## src/rtl/mdio_tlp_decoder.sv

```systemverilog
// rtl/mdio_tlp_decoder.sv - TRN RX sniffer turning MDIO-register MWr TLPs into stretched acc_en commands
module mdio_tlp_decoder #(
  parameter int          BAR_NUM      = 0,
  parameter int          BAR_APERTURE = 10,
  parameter logic [31:0] MDIO_OFFSET  = 32'h020,
  parameter int          EN_STRETCH   = 8
) (
  input  logic        trn_clk,
  input  logic        reset_n,
  input  logic [63:0] trn_rd,
  input  logic [7:0]  trn_rrem_n,
  input  logic        trn_rsof_n,
  input  logic        trn_reof_n,
  input  logic        trn_rsrc_rdy_n,
  input  logic        trn_rdst_rdy_n,
  input  logic [6:0]  trn_rbar_hit_n,
  output logic [31:0] acc_data,
  output logic        acc_en,
  output logic        acc_overrun
);

  // Counter holds EN_STRETCH+1 after a capture: one idle cycle before acc_en rises,
  // then EN_STRETCH high cycles. Nonzero means a new hit must be dropped.
  localparam int            CW   = $clog2(EN_STRETCH + 2);
  localparam logic [CW-1:0] LOAD = CW'(EN_STRETCH + 1);
  localparam logic [CW-1:0] ONE  = CW'(1);

  typedef enum logic [4:0] {
    IDLE = 5'b00001,
    H3   = 5'b00010,
    H4   = 5'b00100,
    D4   = 5'b01000,
    SKIP = 5'b10000
  } state_t;

  state_t                  state;
  logic [1:0]              rst_pipe;
  logic                    rst_n;
  logic [CW-1:0]           cnt;
  logic [BAR_APERTURE-1:2] addr_q;

  logic                    beat;
  logic                    sof_beat;
  logic                    hdr_match;
  logic                    cap_valid;
  logic [BAR_APERTURE-1:2] cap_off;
  logic [31:0]             cap_data;
  logic                    hit;
  logic [31:0]             cmd;
  logic                    unused_inputs;

  // Remainder and the other BAR-hit bits carry nothing this decoder needs.
  assign unused_inputs = ^{trn_rrem_n, trn_rbar_hit_n};

  // Reset asserts asynchronously and releases two clocks later, synchronous to trn_clk.
  always_ff @(posedge trn_clk or negedge reset_n) begin
    if (!reset_n) rst_pipe <= 2'b00;
    else          rst_pipe <= {rst_pipe[0], 1'b1};
  end

  assign rst_n = rst_pipe[1];

  assign beat     = !trn_rsrc_rdy_n && !trn_rdst_rdy_n;
  assign sof_beat = beat && !trn_rsof_n;

  // Single-DW, full-BE memory write (3DW or 4DW header) aimed at our BAR.
  assign hdr_match = trn_rd[62]
                  && (trn_rd[60:56] == 5'd0)
                  && (trn_rd[41:32] == 10'd1)
                  && (trn_rd[3:0]   == 4'hF)
                  && !trn_rbar_hit_n[BAR_NUM];

  // Select address offset and payload for the beat that completes a decoded write.
  always_comb begin
    cap_valid = 1'b0;
    cap_off   = '0;
    cap_data  = '0;
    if (beat && trn_rsof_n) begin
      case (state)
        H3: begin
          cap_valid = 1'b1;
          cap_off   = trn_rd[32+BAR_APERTURE-1:34];
          cap_data  = trn_rd[31:0];
        end
        D4: begin
          cap_valid = 1'b1;
          cap_off   = addr_q;
          cap_data  = trn_rd[63:32];
        end
        default: begin
          cap_valid = 1'b0;
        end
      endcase
    end
  end

  assign hit = cap_valid && (cap_off == MDIO_OFFSET[BAR_APERTURE-1:2]);

  // TLP payload is byte 0 first on the wire; the MDIO command wants it little-endian.
  assign cmd = {cap_data[7:0], cap_data[15:8], cap_data[23:16], cap_data[31:24]};

  // Header FSM, command capture, acc_en stretch and sticky overrun flag.
  always_ff @(posedge trn_clk or negedge rst_n) begin
    if (!rst_n) begin
      state       <= IDLE;
      addr_q      <= '0;
      cnt         <= '0;
      acc_data    <= '0;
      acc_en      <= 1'b0;
      acc_overrun <= 1'b0;
    end else begin
      if (cnt != '0) cnt <= cnt - ONE;
      acc_en <= (cnt > ONE);

      if (hit) begin
        if (cnt == '0) begin
          acc_data <= cmd;
          cnt      <= LOAD;
        end else begin
          acc_overrun <= 1'b1;
        end
      end

      if (sof_beat) begin
        if (hdr_match)        state <= trn_rd[61] ? H4 : H3;
        else if (trn_reof_n)  state <= SKIP;
        else                  state <= IDLE;
      end else if (beat) begin
        case (state)
          H3:      state <= IDLE;
          H4: begin
            addr_q <= trn_rd[BAR_APERTURE-1:2];
            state  <= D4;
          end
          D4:      state <= IDLE;
          SKIP:    if (!trn_reof_n) state <= IDLE;
          default: state <= IDLE;
        endcase
      end
    end
  end

endmodule

```

## config.mk

```make
export PLATFORM = sky130hd
export DESIGN_NAME = mdio_tlp_decoder
export DESIGN_NICKNAME = d
export VERILOG_FILES = /design/src/rtl/mdio_tlp_decoder.sv
export SDC_FILE = /design/constraint.sdc
export NUM_CORES = 1
export LEC_CHECK = 0
export BUFFER_PORTS_ARGS = -buffer_cell sky130_fd_sc_hd__buf_2
export CORE_MARGIN = 4
export CORE_UTILIZATION = 44
export DETAILED_ROUTE_END_ITERATION = 8
export GPL_TIMING_DRIVEN = 0
export PLACE_DENSITY = 0.81
export SYNTH_ARGS = -nofsm -noshare
export SYNTH_HDL_FRONTEND = slang
export SYNTH_SLANG_ARGS = --single-unit
export TNS_END_PERCENT = 100
```

## constraint.sdc

```tcl
create_clock -name trn_clk -period 1.6 [get_ports trn_clk]
set_input_delay 0.32 -clock trn_clk [delete_from_list [all_inputs] [get_ports trn_clk]]
set_output_delay 0.32 -clock trn_clk [all_outputs]
set_load 0.02 [all_outputs]
```

==> summary.md <==
| Metric | Value |
|---|---|
| Final Setup Violations | 46 |
| Cell Area, Synth | 3090 um2 |
| DR iter-0 viols | 154 |
| Setup Crit Path Kind | register to register |
| R2R depth | 7 |
| GRT busiest layer | met2 |
| Detailed Route WL | 8900 um |
| Peak supply drop | 383 uV |
| Initial antenna violation count | 0 |
| FF-to-FF setup slack | -0.80 ns |
| CP Capture Type | register |
| Clk_skew | 0.00785 ns |
| Flop pwr share | 0.496 |
| Post-detail-place hpwl | 6190 um |
| Synth unique cells | 40 |
| CTS Root Cell | clkbuf_8 |
| Max cap viols | 0 |
| Total chip power | 2880 uW |
| FMAX | 416 MHz |
| Final Cycle Share | 1.50 |
| Post-synthesis sequential area ratio | 0.430 |
| Commonest non-fill, non-tap cell in the layout | buf_2 |
| Tmin final | 2.40 ns |
| Total GRT Usage | 0.206 |
| Most frequent cells in the layout | buf_2, inv_1, dfrtp_1 |
| P_sw | 768 uW |
| Core Area | 6790 um2 |
| Synth warn | 0 |
| First-pass GRT wire length | 14100 um |
| Fin. Hold Viols | 0 |
| H-tree levels | 2 |
| PwrDens | 689 nW/um2 |
| Grt met1 use | 0.265 |
| Share of cells above drive strength 1 | 0.347 |
| Worst EP arrival | 2.64 ns |
| Setup WS post-layout | -0.804 ns |
| Worst r2r src | state[0] |
| Row count | 30 |
| Final hold slack | 0.211 ns |
| TritonCTS clock tree | done |
| Leakage power figure | 0.00197 uW |
| Clock-pin slew on the worst setup and hold paths | 0.10 ns |
| Hold endpoint | state[1] |
| Crit start category | register |
| Slew headroom | 0.512 |
| Die area | 8420 um2 |
| Max Slew Vio Count | 0 |
| Syn nets | 429 |
| Fill cells | 584 |
| Synthesized flop and latch total | 53 |
| CTS Buf Count | 5 |
| Max Buffers Root-to-Sink | 2 |
| Clock sink total | 53 |
| Avg WL per Cell | 15.7 um |
| Hold path startpoint | trn_rd[61] |
| DIE HEIGHT | 91.8 um |
| Sw frac | 0.267 |
| Internal cell power | 2110 uW |
| Largest net degree at the start of global routing | 28 |
| Residual DRC | 0 |
| RSZ-0062 raised after global routing | true |
| WP data required | 1.84 ns |
| Worst slew pin tran | 0.729 ns |
| R2R Path End | acc_data[12] |
| Comb power frac | 0.174 |
| Hold/Removal Path Class | input port to register |
| Total I/O pin count | 119 |
| Placer Congestion | 0.842 |
| Clk_lat worst skew | 0.31 ns |
| WHS Path Cells | 2 |
| P&R area growth vs syn | 35.3% |
| Vias in the first global route | 2994 |
| Die W | 91.8 um |
| First-pass DRT Iterations | 4 |
| Critical path fanouts, max | 5 |
| Failing checks | negative setup slack |
| Number of nets in the layout | 559 |
| Initial Utilization | 0.455 |
| Met2 Usage GRT | 0.343 |
| Outcome | finished with violations |
| I/O Buffers | 104 |
| Via Count | 2941 |
| Syn avg cell area | 9.06 um2 |
| Clock power frac | 0.329 |
| # diodes | 0 |
| Grt ovf | 0 |
| Post-Synthesis Cells | 341 |
| Post-route ant nets | 0 |
| GRT met3 Usage | 0.0459 |
| Avg Vias per Cell | 5.18 |
## layout make-up
type                            count  area, um2  share of cell area
Clock buffer                        7       86.3              0.0207
Sequential cell                    53       1330               0.319
Tap cell                           96        120              0.0288
Clock inverter                      1       30.0             0.00719
Buffer                             18        100              0.0240
Multi-Input combinational cell    194       1460               0.350
Inverter                           72        270              0.0647
Timing Repair Buffer              127        776               0.186
## synthesized netlist by cell type
master / count / share of area
o41ai_1: 2 / 0.0057
mux2i_1: 33 / 0.11
or2_2: 2 / 0.0041
nor2_1: 3 / 0.0036
nor3_1: 34 / 0.055
o21bai_1: 1 / 0.0024
clkbuf_1: 18 / 0.022
a41o_1: 1 / 0.0032
o31ai_1: 1 / 0.0024
nand4_1: 1 / 0.0020
o211ai_1: 1 / 0.0024
a21o_1: 1 / 0.0024
nand2_1: 9 / 0.011
nand3_1: 2 / 0.0032
buf_6: 3 / 0.011
or3_4: 1 / 0.0036
a21oi_1: 2 / 0.0032
dfstp_2: 1 / 0.0085
ha_1: 3 / 0.012
or3_1: 3 / 0.0061
inv_1: 72 / 0.088
a211oi_1: 1 / 0.0024
buf_2: 1 / 0.0016
and4b_1: 1 / 0.0032
conb_1: 1 / 0.0012
nor3b_1: 35 / 0.085
or3b_2: 1 / 0.0028
mux2_2: 8 / 0.029
a41oi_1: 1 / 0.0028
o31a_1: 1 / 0.0028
a2111oi_4: 1 / 0.0089
nand2b_1: 1 / 0.0020
nor4_1: 4 / 0.0081
or4b_1: 1 / 0.0032
o22ai_1: 1 / 0.0020
a32o_1: 1 / 0.0032
buf_1: 1 / 0.0012
a2111oi_2: 1 / 0.0049
dfrtp_1: 52 / 0.42
o21ai_0: 34 / 0.055
## worst max path at each step
stage | start | end | slack (ns)
after global routing | state[0] | acc_data[12] | -0.89
after global placement | state[4] | acc_data[30] | -0.99
after CTS | state[2] | acc_data[23] | -0.81
final | state[0] | acc_data[12] | -0.80
after detailed placement | state[4] | acc_data[23] | -1.08
after floorplan | state[4] | acc_data[0] | -0.73
## metrics by stage
| stage | util | cells | instance area [um2] | setup TNS [ns] | setup WS (ns) |
|---|---|---|---|---|---|
| finish | 0.615 | 568 | 4180 | -29.06 | -0.804 |
| global route | 0.615 | 568 | 4180 | -32.03 | -0.890 |
| CTS | 0.596 | 560 | 4050 | -28.08 | -0.810 |
| detailed placement | 0.553 | 542 | 3760 | -40.33 | -1.08 |
| global placement | 0.550 | 541 | 3740 | -68.01 | -0.989 |
| floorplan | - | 341 | 3100 | -26.54 | -0.726 |
## cells by family (layout without fill, tap and decap cells)
group,count (synthesis),in the layout,synth area share
buffers and inverters,95,225,0.123
AND/OR/NAND/NOR,98,99,0.193
flip-flops,53,53,0.430
adder cells (fa/ha/maj),3,3,0.0122
AO/OA/AOI/OAI,50,50,0.104
other,1,1,0.00121
multiplexers,41,41,0.136
## routing by layer
layer,wire length (um),part of all wire
met1,3620,0.41
met5,0,0
met2,4400,0.49
met4,185,0.021
met3,690,0.078
## registers in the layout, summed over array words and instances (netlist names)
| signal | cells |
|---|---|
| acc_data | 32 |
| addr_q | 8 |
| state | 5 |
| cnt | 4 |
| rst_pipe | 2 |
| acc_en | 1 |
| acc_overrun | 1 |
## power by group through the flow
stage	clock, uW	combinational [uW]	sequential [uW]
after floorplan	0	261	1440
after global placement	0	413	1460
after detailed placement	0	448	1450
after CTS	960	459	1430
after global routing	1020	566	1430
final	948	502	1430
## critical path, stage by stage, from the launching register on
cell       delay [ns]
dfstp_2          0.39
buf_6            0.11
or3_4            0.39
or3_4            0.42
a2111oi_4        0.45
buf_6            0.23
clkbuf_16        0.17
mux2i_1          0.18
## what timing repair did
item                                    in CTS  in global routing
buffers inserted                            10                  9
pin swaps                                    6                  6
cloned                                       2                  2
hold buffers                                 1                  0
endpoints found under the hold margin        2                  0
resized for setup                           18                 14
endpoints found under the setup margin      46                 49
Note: power is estimated with default switching activity, not from simulation.
